$ cat src/rtl/mhp_pkg.sv
// rtl/mhp_pkg.sv - shared MHP frame constants, error codes and parser state encoding
package mhp_pkg;

  localparam int          HDR_LEN    = 7;
  localparam int          SCS_LEN    = 2;
  localparam logic [15:0] BCAST_ADDR = 16'hFFFF;

  localparam logic [1:0] ERR_OK    = 2'd0;
  localparam logic [1:0] ERR_SCS   = 2'd1;
  localparam logic [1:0] ERR_LEN   = 2'd2;
  localparam logic [1:0] ERR_TRUNC = 2'd3;

  // Request-address type code, common to the sender and receiver
  localparam logic [6:0] TYPE_REQ_ADDR = 7'h03;

  typedef enum logic [2:0] {
    ST_IDLE    = 3'd0,
    ST_HDR     = 3'd1,
    ST_PAYLOAD = 3'd2,
    ST_SCS     = 3'd3,
    ST_DRAIN   = 3'd4,
    ST_DONE    = 3'd5
  } state_e;

endpackage

$ cat src/rtl/mhp_rx_parser_if.sv
// rtl/mhp_rx_parser_if.sv - RX FIFO, parsed-frame and payload-read signals of the MHP parser
interface mhp_rx_parser_if #(
  parameter int PL_AW = 8
) ();

  logic [7:0]       i_rdata;
  logic             i_rready;
  logic             o_rreq;
  logic             o_valid;
  logic             i_ack;
  logic [15:0]      o_dst_addr;
  logic [15:0]      o_src_addr;
  logic [15:0]      o_size;
  logic             o_dir;
  logic [6:0]       o_type;
  logic             o_addr_match;
  logic [1:0]       o_err;
  logic [PL_AW-1:0] i_pl_raddr;
  logic [7:0]       o_pl_rdata;

  modport master (
    input  i_rdata, i_rready, i_ack, i_pl_raddr,
    output o_rreq, o_valid, o_dst_addr, o_src_addr, o_size, o_dir, o_type,
           o_addr_match, o_err, o_pl_rdata
  );

  modport slave (
    output i_rdata, i_rready, i_ack, i_pl_raddr,
    input  o_rreq, o_valid, o_dst_addr, o_src_addr, o_size, o_dir, o_type,
           o_addr_match, o_err, o_pl_rdata
  );

endinterface

$ cat src/rtl/mhp_pl_ram.sv
// rtl/mhp_pl_ram.sv - payload buffer: one write port, one registered read port
module mhp_pl_ram #(
  parameter int DEPTH = 256,
  parameter int AW    = 8
) (
  input  logic          clk_i,
  input  logic          rst_i,
  input  logic          we_i,
  input  logic [AW-1:0] waddr_i,
  input  logic [7:0]    wdata_i,
  input  logic [AW-1:0] raddr_i,
  output logic [7:0]    rdata_o
);

  logic [7:0] mem [DEPTH];
  logic [7:0] rdata_q;

  always_ff @(posedge clk_i) begin
    if (we_i) begin
      mem[waddr_i] <= wdata_i;
    end
  end

  // Only the output register is cleared; the array keeps its contents
  always_ff @(posedge clk_i or posedge rst_i) begin
    if (rst_i) begin
      rdata_q <= 8'h00;
    end else begin
      rdata_q <= mem[raddr_i];
    end
  end

  assign rdata_o = rdata_q;

endmodule

$ cat src/rtl/mhp_rx_parser.sv
// rtl/mhp_rx_parser.sv - parses MHP frames from the RX FIFO, buffers the payload,
// verifies the checksum and holds the result until acknowledged
module mhp_rx_parser
  import mhp_pkg::*;
#(
  parameter logic [15:0] MY_ADDR     = 16'h0001,
  parameter int          MAX_PAYLOAD = 256,
  parameter int          PL_AW       = 8,
  parameter int          TIMEOUT     = 62
) (
  input logic          i_clk,
  input logic          i_rst,
  mhp_rx_parser_if.master bus
);

  localparam int TW = $clog2(TIMEOUT + 1);

  state_e          state_q;
  logic [TW-1:0]   tmo_q;
  logic [2:0]      idx_q;
  logic [15:0]     pl_cnt_q;
  logic [15:0]     dst_q;
  logic [15:0]     src_q;
  logic [15:0]     size_q;
  logic [7:0]      type_q;
  logic [15:0]     csum_q;
  logic [7:0]      scs_hi_q;
  logic [1:0]      err_q;
  logic            valid_q;

  logic [7:0]      rx_byte;
  logic            pop;
  logic            active;
  logic            tmo_hit;
  logic [15:0]     csum_nxt;
  logic [15:0]     rx_scs;

  assign rx_byte  = bus.i_rdata;
  assign active   = (state_q == ST_HDR) || (state_q == ST_PAYLOAD) ||
                    (state_q == ST_SCS) || (state_q == ST_DRAIN);
  assign pop      = bus.i_rready & (state_q != ST_DONE);
  assign tmo_hit  = active & ~bus.i_rready & (tmo_q == TW'(TIMEOUT - 1));
  assign csum_nxt = csum_q + {8'h00, rx_byte};
  assign rx_scs   = {scs_hi_q, rx_byte};

  always_ff @(posedge i_clk or posedge i_rst) begin
    if (i_rst) begin
      state_q  <= ST_IDLE;
      tmo_q    <= '0;
      idx_q    <= 3'd0;
      pl_cnt_q <= 16'd0;
      dst_q    <= 16'd0;
      src_q    <= 16'd0;
      size_q   <= 16'd0;
      type_q   <= 8'd0;
      csum_q   <= 16'd0;
      scs_hi_q <= 8'd0;
      err_q    <= ERR_OK;
      valid_q  <= 1'b0;
    end else begin
      if (pop || !active) begin
        tmo_q <= '0;
      end else begin
        tmo_q <= tmo_q + 1'b1;
      end

      case (state_q)
        ST_IDLE: begin
          if (pop) begin
            dst_q   <= {rx_byte, 8'h00};
            src_q   <= 16'd0;
            size_q  <= 16'd0;
            type_q  <= 8'd0;
            csum_q  <= {8'h00, rx_byte};
            idx_q   <= 3'd1;
            err_q   <= ERR_OK;
            state_q <= ST_HDR;
          end
        end

        ST_HDR: begin
          if (pop) begin
            csum_q <= csum_nxt;
            idx_q  <= idx_q + 3'd1;
            if (idx_q == 3'(HDR_LEN - 1)) begin
              type_q <= rx_byte;
              if (size_q > 16'(MAX_PAYLOAD)) begin
                err_q   <= ERR_LEN;
                state_q <= ST_DRAIN;
              end else if (size_q == 16'd0) begin
                idx_q   <= 3'd0;
                state_q <= ST_SCS;
              end else begin
                pl_cnt_q <= 16'd0;
                state_q  <= ST_PAYLOAD;
              end
            end else begin
              case (idx_q)
                3'd1:    dst_q[7:0]   <= rx_byte;
                3'd2:    src_q[15:8]  <= rx_byte;
                3'd3:    src_q[7:0]   <= rx_byte;
                3'd4:    size_q[15:8] <= rx_byte;
                default: size_q[7:0]  <= rx_byte;
              endcase
            end
          end else if (tmo_hit) begin
            err_q   <= ERR_TRUNC;
            valid_q <= 1'b1;
            state_q <= ST_DONE;
          end
        end

        ST_PAYLOAD: begin
          if (pop) begin
            csum_q   <= csum_nxt;
            pl_cnt_q <= pl_cnt_q + 16'd1;
            if (pl_cnt_q == size_q - 16'd1) begin
              idx_q   <= 3'd0;
              state_q <= ST_SCS;
            end
          end else if (tmo_hit) begin
            err_q   <= ERR_TRUNC;
            valid_q <= 1'b1;
            state_q <= ST_DONE;
          end
        end

        ST_SCS: begin
          if (pop) begin
            idx_q <= idx_q + 3'd1;
            if (idx_q == 3'(SCS_LEN - 1)) begin
              err_q   <= (rx_scs != csum_q) ? ERR_SCS : ERR_OK;
              state_q <= ST_DRAIN;
            end else begin
              scs_hi_q <= rx_byte;
            end
          end else if (tmo_hit) begin
            err_q   <= ERR_TRUNC;
            valid_q <= 1'b1;
            state_q <= ST_DONE;
          end
        end

        // Padding and trailing garbage are swallowed until the line goes quiet
        ST_DRAIN: begin
          if (tmo_hit) begin
            valid_q <= 1'b1;
            state_q <= ST_DONE;
          end
        end

        ST_DONE: begin
          if (bus.i_ack) begin
            valid_q <= 1'b0;
            state_q <= ST_IDLE;
          end
        end

        default: begin
          state_q <= ST_IDLE;
        end
      endcase
    end
  end

  mhp_pl_ram #(
    .DEPTH (MAX_PAYLOAD),
    .AW    (PL_AW)
  ) u_pl_ram (
    .clk_i   (i_clk),
    .rst_i   (i_rst),
    .we_i    (pop && (state_q == ST_PAYLOAD)),
    .waddr_i (pl_cnt_q[PL_AW-1:0]),
    .wdata_i (rx_byte),
    .raddr_i (bus.i_pl_raddr),
    .rdata_o (bus.o_pl_rdata)
  );

  assign bus.o_rreq       = pop;
  assign bus.o_valid      = valid_q;
  assign bus.o_dst_addr   = dst_q;
  assign bus.o_src_addr   = src_q;
  assign bus.o_size       = size_q;
  assign bus.o_dir        = type_q[7];
  assign bus.o_type       = type_q[6:0];
  assign bus.o_addr_match = (dst_q == MY_ADDR) || (dst_q == BCAST_ADDR);
  assign bus.o_err        = err_q;

endmodule

$ cat src/flat_wrapper.sv
// flat-port wrapper written by rule: the top's interface ports become plain ports
module mhp_rx_parser_flat import mhp_pkg::*;
#(
  parameter logic [15:0] MY_ADDR     = 16'h0001,
  parameter int          MAX_PAYLOAD = 256,
  parameter int          PL_AW       = 8,
  parameter int          TIMEOUT     = 62
)
  (i_clk, i_rst, bus_i_rdata, bus_i_rready, bus_i_ack, bus_i_pl_raddr, bus_o_rreq, bus_o_valid, bus_o_dst_addr, bus_o_src_addr, bus_o_size, bus_o_dir, bus_o_type, bus_o_addr_match, bus_o_err, bus_o_pl_rdata);
  mhp_rx_parser_if #(.PL_AW(PL_AW)) bus_i ();
  input logic i_clk;
  input logic i_rst;
  input wire logic [$bits(bus_i.i_rdata)-1:0] bus_i_rdata;
  input wire logic [$bits(bus_i.i_rready)-1:0] bus_i_rready;
  input wire logic [$bits(bus_i.i_ack)-1:0] bus_i_ack;
  input wire logic [$bits(bus_i.i_pl_raddr)-1:0] bus_i_pl_raddr;
  output wire logic [$bits(bus_i.o_rreq)-1:0] bus_o_rreq;
  output wire logic [$bits(bus_i.o_valid)-1:0] bus_o_valid;
  output wire logic [$bits(bus_i.o_dst_addr)-1:0] bus_o_dst_addr;
  output wire logic [$bits(bus_i.o_src_addr)-1:0] bus_o_src_addr;
  output wire logic [$bits(bus_i.o_size)-1:0] bus_o_size;
  output wire logic [$bits(bus_i.o_dir)-1:0] bus_o_dir;
  output wire logic [$bits(bus_i.o_type)-1:0] bus_o_type;
  output wire logic [$bits(bus_i.o_addr_match)-1:0] bus_o_addr_match;
  output wire logic [$bits(bus_i.o_err)-1:0] bus_o_err;
  output wire logic [$bits(bus_i.o_pl_rdata)-1:0] bus_o_pl_rdata;
  assign bus_i.i_rdata = bus_i_rdata;
  assign bus_i.i_rready = bus_i_rready;
  assign bus_i.i_ack = bus_i_ack;
  assign bus_i.i_pl_raddr = bus_i_pl_raddr;
  assign bus_o_rreq = bus_i.o_rreq;
  assign bus_o_valid = bus_i.o_valid;
  assign bus_o_dst_addr = bus_i.o_dst_addr;
  assign bus_o_src_addr = bus_i.o_src_addr;
  assign bus_o_size = bus_i.o_size;
  assign bus_o_dir = bus_i.o_dir;
  assign bus_o_type = bus_i.o_type;
  assign bus_o_addr_match = bus_i.o_addr_match;
  assign bus_o_err = bus_i.o_err;
  assign bus_o_pl_rdata = bus_i.o_pl_rdata;
  mhp_rx_parser #(.MY_ADDR(MY_ADDR), .MAX_PAYLOAD(MAX_PAYLOAD), .PL_AW(PL_AW), .TIMEOUT(TIMEOUT)) u_core (.i_clk(i_clk), .i_rst(i_rst), .bus(bus_i));
endmodule
$ cat config.mk
export PLATFORM = sky130hd
export DESIGN_NAME = mhp_rx_parser_flat
export DESIGN_NICKNAME = d
export VERILOG_FILES = /design/src/rtl/mhp_pkg.sv /design/src/rtl/mhp_rx_parser_if.sv /design/src/rtl/mhp_pl_ram.sv /design/src/rtl/mhp_rx_parser.sv /design/src/flat_wrapper.sv
export SDC_FILE = /design/constraint.sdc
export NUM_CORES = 2
export LEC_CHECK = 0
export ABC_CLOCK_PERIOD_IN_PS = 5060
export CAP_MARGIN = 40
export CORE_ASPECT_RATIO = 1.2
export CORE_MARGIN = 2
export CORE_UTILIZATION = 46
export DETAILED_ROUTE_END_ITERATION = 8
export PLACE_DENSITY = 0.6
export SYNTH_ARGS = -nofsm -noshare
export SYNTH_HDL_FRONTEND = slang
export SYNTH_SLANG_ARGS = --single-unit
$ cat constraint.sdc
create_clock -name i_clk -period 5.06 [get_ports i_clk]
set_clock_uncertainty 0.15 [all_clocks]
set_input_delay 0.759 -clock i_clk [delete_from_list [all_inputs] [get_ports i_clk]]
set_output_delay 0.759 -clock i_clk [all_outputs]
set_load 0.02 [all_outputs]
==> results_dict.tcl <==
set metrics [dict create \
    rr_endpoint "u_core.u_pl_ram.mem[72][5]" \
    wl_per_cell_um 29.92 \
    tns_ps 0 \
    max-vdd-ir-drop_uv 348.5 \
    die_y_um 475.8 \
    final_area_um2 97200 \
    grt_overflow 0 \
    die-width_um 397.2 \
    power_mw 39.26 \
    yosysWarnings 0 \
    regToRegStartpoint "u_core.state_q[0]" \
    p_leak_nw 30.86 \
    min_period_ps 3544 \
    fin_crit_sh 0.7004 \
    arrival_ps 2640 \
    grt_use_met3 0.03814 \
    cap_violations 0 \
    slew_headroom 0.3137 \
    avgViaCountPerCell 5.939 \
    min_path_cells 1 \
    reg2regPathDepth 8 \
    path_max_fanout 4 \
    power_density_nw_per_um2 404.0 \
    finalNetCount 4358 \
    ys_seq_area_frac 0.7556 \
    crit_family "simple AND/OR/NAND/NOR gates" \
    syn2layout_area_growth_pct 13.90 \
    rsz0062_at_grt "no" \
    grt_pass1_vias 42240 \
    drcViolationCount 0 \
    outcome "finished, final reports clean" \
    synth_area_um2 85330 \
    slowest_delay_ps 610 \
    layout-drive-gt1-share 0.2788 \
    clock-sinks 2167 \
    first_pass_iters 5 \
    path_clk_slew_ps 60 \
    crit_required_ps 4150 \
    grt_pass1_wl_um 301700 \
    cts_buffers 205 \
    drv_slew 0 \
    worst_pin_slew_ps 1030 \
    holdPathEnd "u_core.u_pl_ram.mem[26][3]" \
    dominantRegCellSynth "edfxtp_1" \
    cts_buffer_depth 3 \
    coreArea_um2 184900 \
    initial_core_util 0.4616 \
    io_pins 89 \
    vias 41230 \
    drt-total-wl_um 207700 \
    detailedRoute.firstIterationViolations 4253 \
    path_class "reg2out" \
    postCtsSetupRepairBufs 0 \
    root_buffer "clkbuf_16" \
    synthesis.nets 4031 \
    ys_ff_latch 2167 \
    ff2ff_setup_slack_ps 1600 \
    portBuffers 88 \
    place.gp.congestion 0.8308 \
    synth_edf_count 2048 \
    layout_common_cells "edfxtp_1, mux4_2, nor2_1" \
    grt_usage 0.2220 \
    ant_nets 0 \
    die_area_um2 189000 \
    final_common_cell "edfxtp_1" \
    whs_ps 69.11 \
    hold_class "in2reg" \
    fillers 14410 \
    hold_buffers 0 \
    antenna_found_initial 6 \
    netlist-cell-type-count 64 \
    met2_usage 0.3735 \
    critPathLaunchType "flop" \
    grtUsageMet1 0.3002 \
    syn_area_per_cell_um2 21.39 \
    crit_chain "nand4_1 > or4_1 > nand2_1 > clkdlybuf4s50_1" \
    top_usage_layer "met2" \
    worst_skew_pair.late_latency_ps 840 \
    grt_start_max_net_pins 185 \
    synth_cells 3989 \
    h-tree-depth 4 \
    hold_viol_final 0 \
    fp-row-count 173 \
    timing.fmax_ghz 0.2822 \
    async_flop_share 0.05491 \
    worst_slack_ps 1516 \
    setup_viol_count_final 0 \
    cp_num_buf_inv 1 \
    dp_hpwl_um 129200 \
    cp_slowest_cell "clkdlybuf4s50_1" \
    cts_tree "built" \
    dp_slack_ps 699.1 \
    hp-start "bus_i_rdata[3]" \
    worst_setup_path_end_kind "primary output" \
    dpl_cell_area_um2 90640 \
    ctsResizeCount 0 \
]
## final cells by class
cell class | instances | area, um^2 | area share
Antenna cell | 2 | 5.005 | 0.00005149
Clock buffer | 249 | 5451 | 0.05609
Clock inverter | 132 | 1096 | 0.01128
Inverter | 22 | 87.58 | 0.0009011
Multi-Input combinational cell | 1586 | 19740 | 0.2030
Sequential cell | 2167 | 64480 | 0.6634
Tap cell | 2450 | 3065 | 0.03154
Timing Repair Buffer | 334 | 3278 | 0.03373
## kinds of logic after synthesis
| kind of cell | Yosys count | synth area share |
|---|---|---|
| buffers and inverters | 236 | 0.01355 |
| multiplexers | 721 | 0.1764 |
| adder cells (fa/ha/maj) | 22 | 0.003314 |
| flip-flops | 2167 | 0.7556 |
| AND/OR/NAND/NOR | 574 | 0.02981 |
| AO/OA/AOI/OAI | 227 | 0.01701 |
| XOR/XNOR | 42 | 0.004311 |
## worst register-to-register path: stages, from the launching register on
cell and delay (ps):
dfrtp_1 380, inv_1 230, nand2_1 140, nor2_1 140, nand2_1 210, nor3b_1 690
nand2_2 90, buf_4 310, nor2_1 760
## per-stage QoR
stage,util,std cells
2_1_floorplan,-,3989
3_3_place_gp,0.4880,6517
3_5_place_dp,0.4903,6559
4_1_cts,0.5258,6940
5_1_grt,0.5258,6941
6_report,0.5258,6942
## state kept, by name, indices dropped and copies added (netlist names), 8 cells and up
register                 flops
u_core.bus.o_size           16
u_core.csum_q               16
u_core.bus.o_dst_addr       16
u_core.u_pl_ram.rdata_o      8
u_core.type_q                8
u_core.pl_cnt_q             16
u_core.scs_hi_q              8
u_core.bus.o_src_addr       16
u_core.u_pl_ram.mem       2048
## worst max path at each step
stage                                         from                     endpoint  slack [ps]  cells past startpoint
after floorplan                              i_rst     u_core.bus.o_dst_addr[0]         990                      1
after global placement           bus_i_pl_raddr[0]   u_core.u_pl_ram.rdata_o[3]         670                      8
after detailed placement         bus_i_pl_raddr[0]   u_core.u_pl_ram.rdata_o[3]         700                      8
after CTS                 u_core.bus.o_dst_addr[7]             bus_o_addr_match        1440                      4
after global routing             u_core.state_q[0]  u_core.u_pl_ram.mem[123][4]        1380                      8
final                     u_core.bus.o_dst_addr[7]             bus_o_addr_match        1520                      4
## power by group
part / switching, mW / total, mW / internal [mW] / leakage [nW]
Sequential: 0.373 / 20.3 / 19.9 / 20.0
Clock: 6.62 / 15.0 / 8.38 / 3.20
Combinational: 2.25 / 3.97 / 1.72 / 7.71
Total: 9.25 / 39.3 / 30.0 / 30.9
## layer usage
| metal | up-vias | routed length (um) |
|---|---|---|
| li1 | 17260 | - |
| met5 | - | 21 |
| met2 | 1496 | 105200 |
| met4 | 4 | 5607 |
| met1 | 22190 | 83450 |
| met3 | 282 | 13420 |
## cell usage after synthesis, drive strengths merged, types with 7 or more instances
master  number  area, um^2
a211oi      15       112.6
a21oi       46       230.2
a311oi       8       70.07
a31oi       10       62.56
and2        11       68.82
and3        11       68.82
buf        103       656.9
clkbuf     111       416.7
dfrtp      119        2978
edfxtp    2048       61500
ha          21       262.8
inv         22       82.58
mux2        62       698.2
mux2i       39       390.4
mux4       620       13960
nand2       99       371.6
nand2b      10       62.56
nand3       22       110.1
nand4       16       100.1
nor2       315        1182
nor2b       23       143.9
nor3        26       140.1
nor4        13       81.33
o21ai       69       345.3
o22ai       26       162.7
or3          7       43.79
xnor2       23       201.4
xor2        19       166.4
Note: power is estimated with default switching activity, not from simulation.
